===== src/rtl/sys_reg_ctrl.sv =====
`default_nettype none
// ============================================================================
// Module      : sys_reg_ctrl
// Description : Holds system register SR1 and sequences its three update
//               sources: execute-stage field writes, exception entry and
//               return-from-exception. A single FSM serialises the requests.
//               Optional feature macro: SYS_REG_CTRL_SHADOW_EN (adds the
//               shadow register, the EXC_SAVE state and restore-on-return).
// Revision    : 1.0 - initial release
// ============================================================================
module sys_reg_ctrl (
  input  logic        iCLOCK,
  input  logic        iRESET,
  input  logic        iEXE_REQ,
  input  logic [1:0]  iEXE_CMD,
  input  logic [31:0] iEXE_DATA,
  input  logic        iEXC_REQ,
  input  logic        iEXC_RET,
  output logic        oEXE_ACK,
  output logic        oEXC_ACK,
  output logic        oBUSY,
  output logic [31:0] oSR1,
  output logic [31:0] oSR1_SHADOW
);

  typedef enum logic [2:0] {
    IDLE     = 3'd0,
    WRITE    = 3'd1,
    EXC_SAVE = 3'd2,
    EXC_SET  = 3'd3,
    RET      = 3'd4,
    ACK      = 3'd5
  } state_t;

  localparam logic [1:0] c_MMUMOD_W = 2'd0;
  localparam logic [1:0] c_IM_W     = 2'd1;
  localparam logic [1:0] c_CMOD_W   = 2'd2;
  localparam logic [1:0] c_FULL_W   = 2'd3;

`ifdef SYS_REG_CTRL_SHADOW_EN
  // Entry must snapshot SR1 before the interrupt/mode bits are cleared.
  localparam state_t c_ENTRY_STATE = EXC_SAVE;
`else
  // Without a shadow there is nothing to save, so entry clears SR1 at once.
  localparam state_t c_ENTRY_STATE = EXC_SET;
`endif

  state_t      r_state;
  state_t      w_nextState;
  logic        w_acceptExe;
  logic [1:0]  r_cmd;
  logic [31:0] r_data;
  logic [31:0] r_sr1;

`ifdef SYS_REG_CTRL_SHADOW_EN
  logic [31:0] r_shadow;

  // Shadow captures SR1 in EXC_SAVE, before EXC_SET modifies it.
  always_ff @(posedge iCLOCK or posedge iRESET) begin
    if (iRESET) begin
      r_shadow <= 32'h0000_0000;
    end else if (r_state == EXC_SAVE) begin
      r_shadow <= r_sr1;
    end
  end

  assign oSR1_SHADOW = r_shadow;
`else
  assign oSR1_SHADOW = 32'h0000_0000;
`endif

  // State register.
  always_ff @(posedge iCLOCK or posedge iRESET) begin
    if (iRESET) begin
      r_state <= IDLE;
    end else begin
      r_state <= w_nextState;
    end
  end

  // Next-state logic; IDLE arbitrates with entry > return > execute write.
  always_comb begin
    w_nextState = r_state;
    w_acceptExe = 1'b0;
    case (r_state)
      IDLE: begin
        if (iEXC_REQ) begin
          w_nextState = c_ENTRY_STATE;
        end else if (iEXC_RET) begin
          w_nextState = RET;
        end else if (iEXE_REQ) begin
          w_nextState = WRITE;
          w_acceptExe = 1'b1;
        end
      end
      WRITE:    w_nextState = IDLE;
      EXC_SAVE: w_nextState = EXC_SET;
      EXC_SET:  w_nextState = ACK;
      RET:      w_nextState = ACK;
      ACK:      w_nextState = IDLE;
      default:  w_nextState = IDLE;
    endcase
  end

  // Command latch and SR1 updates; each state touches only its own fields.
  always_ff @(posedge iCLOCK or posedge iRESET) begin
    if (iRESET) begin
      r_cmd  <= 2'd0;
      r_data <= 32'h0000_0000;
      r_sr1  <= 32'h0000_0000;
    end else begin
      if (w_acceptExe) begin
        r_cmd  <= iEXE_CMD;
        r_data <= iEXE_DATA;
      end
      case (r_state)
        WRITE: begin
          case (r_cmd)
            c_MMUMOD_W: r_sr1[1:0] <= r_data[1:0];
            c_IM_W:     r_sr1[2]   <= r_data[0];
            c_CMOD_W:   r_sr1[6:5] <= r_data[1:0];
            c_FULL_W:   r_sr1      <= r_data;
          endcase
        end
        EXC_SET: begin
          r_sr1[2]   <= 1'b0;
          r_sr1[6:5] <= 2'b00;
        end
        RET: begin
`ifdef SYS_REG_CTRL_SHADOW_EN
          r_sr1 <= r_shadow;
`else
          r_sr1[2]   <= 1'b1;
          r_sr1[6:5] <= 2'b11;
`endif
        end
        default: begin
        end
      endcase
    end
  end

  assign oEXE_ACK = (r_state == WRITE);
  assign oEXC_ACK = (r_state == ACK);
  assign oBUSY    = (r_state != IDLE);
  assign oSR1     = r_sr1;

endmodule
`default_nettype wire


===== config.mk =====
export PLATFORM = sky130hd
export DESIGN_NAME = sys_reg_ctrl
export DESIGN_NICKNAME = d
export VERILOG_FILES = /design/src/rtl/sys_reg_ctrl.sv
export SDC_FILE = /design/constraint.sdc
export NUM_CORES = 1
export LEC_CHECK = 0
export CORE_MARGIN = 2
export CORE_UTILIZATION = 30
export CTS_CLUSTER_DIAMETER = 80
export DETAILED_ROUTE_END_ITERATION = 6
export PLACE_DENSITY = 0.71
export SYNTH_ARGS = -nofsm -noshare
export SYNTH_HDL_FRONTEND = slang
export SYNTH_SLANG_ARGS = --single-unit

===== constraint.sdc =====
create_clock -name iCLOCK -period 2.1 [get_ports iCLOCK]
set_clock_uncertainty 0.05 [all_clocks]
set_input_delay 0.315 -clock iCLOCK [delete_from_list [all_inputs] [get_ports iCLOCK]]
set_output_delay 0.315 -clock iCLOCK [all_outputs]
set_load 0.005 [all_outputs]

==> metrics.txt <==
router iterations before antenna repair 4; simple-gate portion of the synthesized area 3.93%; Skew-Pair Late Insertion Delay 0.34 ns; Worst VDD drop approximately 0.00058 V; initial core utilization 30.6%; Gate Count Post-Synth approximately 220; first-pass GRT wire length about 9.6 mm; Setup Viol. Count Final 0; Seq cells post-synth 69; DRT antenna net count 0; Critical Path Sink Type primary output; Setup TNS Final 0 ns; sw frac a little over a quarter; combinational share of power 35.3%; Remaining DRCs 0; Core Region ~10,000 sq um; period utilization between 90% and 100%; DRT iter0 DRCs 39; multiplexer share of the synthesized area 25.2%; NumNets Final 341; routability cong. approximately 0.76; slowest stage cell, crit path clkdlybuf4s50_1; DR vias roughly 1,800; clk slew on worst S/H paths about 0.080 ns; status finished, final reports clean; Ports approximately 110; die width 106 um; GRT Util Overall a little over a tenth; CP peak stage delay between 0.5 and 0.6 ns; worst setup margin roughly 0.14 ns; FILL cells 997; Avg WL per Cell approximately 13 um; Util after Layout between 40% and 50%; Internal approximately 4.0 mW; Yosys warnings 0; Synth Area in Adders between 1 and 1.5%; Post-Route WL roughly 5.7 mm; sequential area share after synthesis roughly 55%; Synth Area in Compound Gates approximately 2.9%; synthesized area per cell around 14 sq um; clock power share between 20% and 30%; register area ~1700 sq um; CP dominant cell by count buf_4; CTS buffer count 9; multi-input logic area around 1200 sq um; power density cells 1330 nW/um^2; max-slew violation count 0; HP Class in2async; worst path arrival time 1.59 ns; CTS root buf clkbuf_8; die area 11,200 sq um; WS Path Type reg2out; largest area contributor in the netlist dfrtp_1; area share of the leading cell type in the synthesized netlist 55.4%; initial antenna violation count 0; vias in the first global route a little under 2,000; via density per instance between 4 and 5; max cap viols 0; leakage approximately 1.9 nW; worst slack at placement about 0.32 ns; Detailed Place HPWL just under 4 mm; Max Buffers Root-to-Sink 2; Peak Freq between 500 and 600 MHz; worst-path fanout max 5; Seq pwr share between 40 and 50%; Die Y around 110 um; most frequent cells in the layout clkdlybuf4s50_1 (71), dfrtp_1 (69), mux2_2 (43), conb_1 (32), mux2_4 (20); TritonCTS Sinks 69; Yosys cell types 28; critical path, cell by cell buf_4, buf_4, nand2_1, nor2_1, clkdlybuf4s50_1; share of cells above drive strength 1 between 20% and 30%; Synth-to-Final Area Change 33.4%; Startpoint Class flop; cell area after synthesis 3120 sq um; RSZ-0062 raised after global routing no; family with the most delay on the worst path buffers and inverters; largest net degree at the start of global routing 70; crit path buf inv count 3; Synth Area in XOR/XNOR 0%; ant diodes 0; GRT overflow 0; commonest non-fill, non-tap cell in the layout clkdlybuf4s50_1; Final min period around 2.0 ns; main combinational cell family by area after synthesis multiplexers; Net Sw Power 1.49 mW; IO buf count 73; Worst EP required approximately 1.7 ns; CTS tree yes; Clock H-tree levels 3; # rows 37; final hold violations 0; synth top area cells dfrtp_1 (55%), mux2_2 (16%), mux2_4 (9.6%)
==> synth_stat cells (all sizes together) <==
library cell,n
inv,3
dfrtp,69
nand3b,1
nor3,2
nand3,1
and3b,2
buf,40
or3b,1
ha,3
a21oi,2
a221o,1
o21ai,5
and2,1
mux2,63
o31ai,3
or3,1
clkbuf,2
nand2b,1
clkinv,1
o21a,1
conb,1
nor2,4
o211ai,2
nand2,6
nor2b,2
==> flip-flops by register name, summed over array words and instances (netlist names) <==
name,cells
oSR1,32
r_data,32
r_state,3
r_cmd,2
==> worst min-delay path: cells and delay by family <==
family / cells / cell delay, ns
buffers and inverters: 3 / 0.83
==> path summary, 6_finish.rpt <==
kind                            end  cells after the start       start  slack (ns)
setup / recovery           oEXC_ACK                      5  r_state[0]        0.14
hold / removal             oSR1[30]                      3      iRESET        0.34
setup reg to reg           oSR1[11]                      5  r_state[2]        0.39
hold reg to reg             oSR1[8]                      1   r_data[8]        0.44
max in group asynchronous  oSR1[22]                      3      iRESET        1.32
min in group iCLOCK         oSR1[8]                      1   r_data[8]        0.44
==> per-layer routing <==
layer  global-route usage (%)  share of wire [%]  routed length, um  up-vias
li1                         -                  -                  -      845
met1                     13.6                 44               2520      927
met2                     17.6                 49               2810       70
met3                     2.94                5.6                318        7
met4                     5.08                1.2                 68        0
met5                        0                  0                  0        -
==> power by group through the flow <==
stage | sequential, mW | combinational, mW | clock (mW)
floorplan | 2.22 | 1.20 | 0
global placement | 2.27 | 1.92 | 0
detailed placement | 2.31 | 1.97 | 0
CTS | 2.28 | 1.99 | 1.35
global route | 2.36 | 2.13 | 1.41
finish | 2.28 | 1.95 | 1.30
==> repair_timing <==
item                                    in CTS  in global routing
endpoints found under the setup margin       1                  1
hold buffers                                 0                  0
resized for setup                            1                  1
buffers inserted                             1                  0
==> kinds of logic after synthesis <==
group / Yosys count
adders and majority gates: 3
and+or+nand+nor: 22
AOI/OAI and AO/OA: 14
DFF: 69
other: 1
muxes: 63
buffers and inverters: 46
==> area by class of cell <==
class | count | share of cell area (%)
Timing Repair Buffer | 81 | 20.3
Multi-Input combinational cell | 134 | 27.9
Tap cell | 136 | 4.09
Clock buffer | 10 | 3.07
Inverter | 4 | 0.481
Sequential cell | 69 | 41.5
Clock inverter | 6 | 2.68
==> through the flow <==
step	hold WS [ns]	instances	power [mW]	instance area, sq um
floorplan	0.416	249	3.42	3240
global placement	0.430	423	4.19	3910
detailed placement	0.438	423	4.28	3910
CTS	0.364	440	5.63	4160
global route	0.395	440	5.90	4160
finish	0.345	440	5.53	4160
Power figures use the tool's default switching activity.
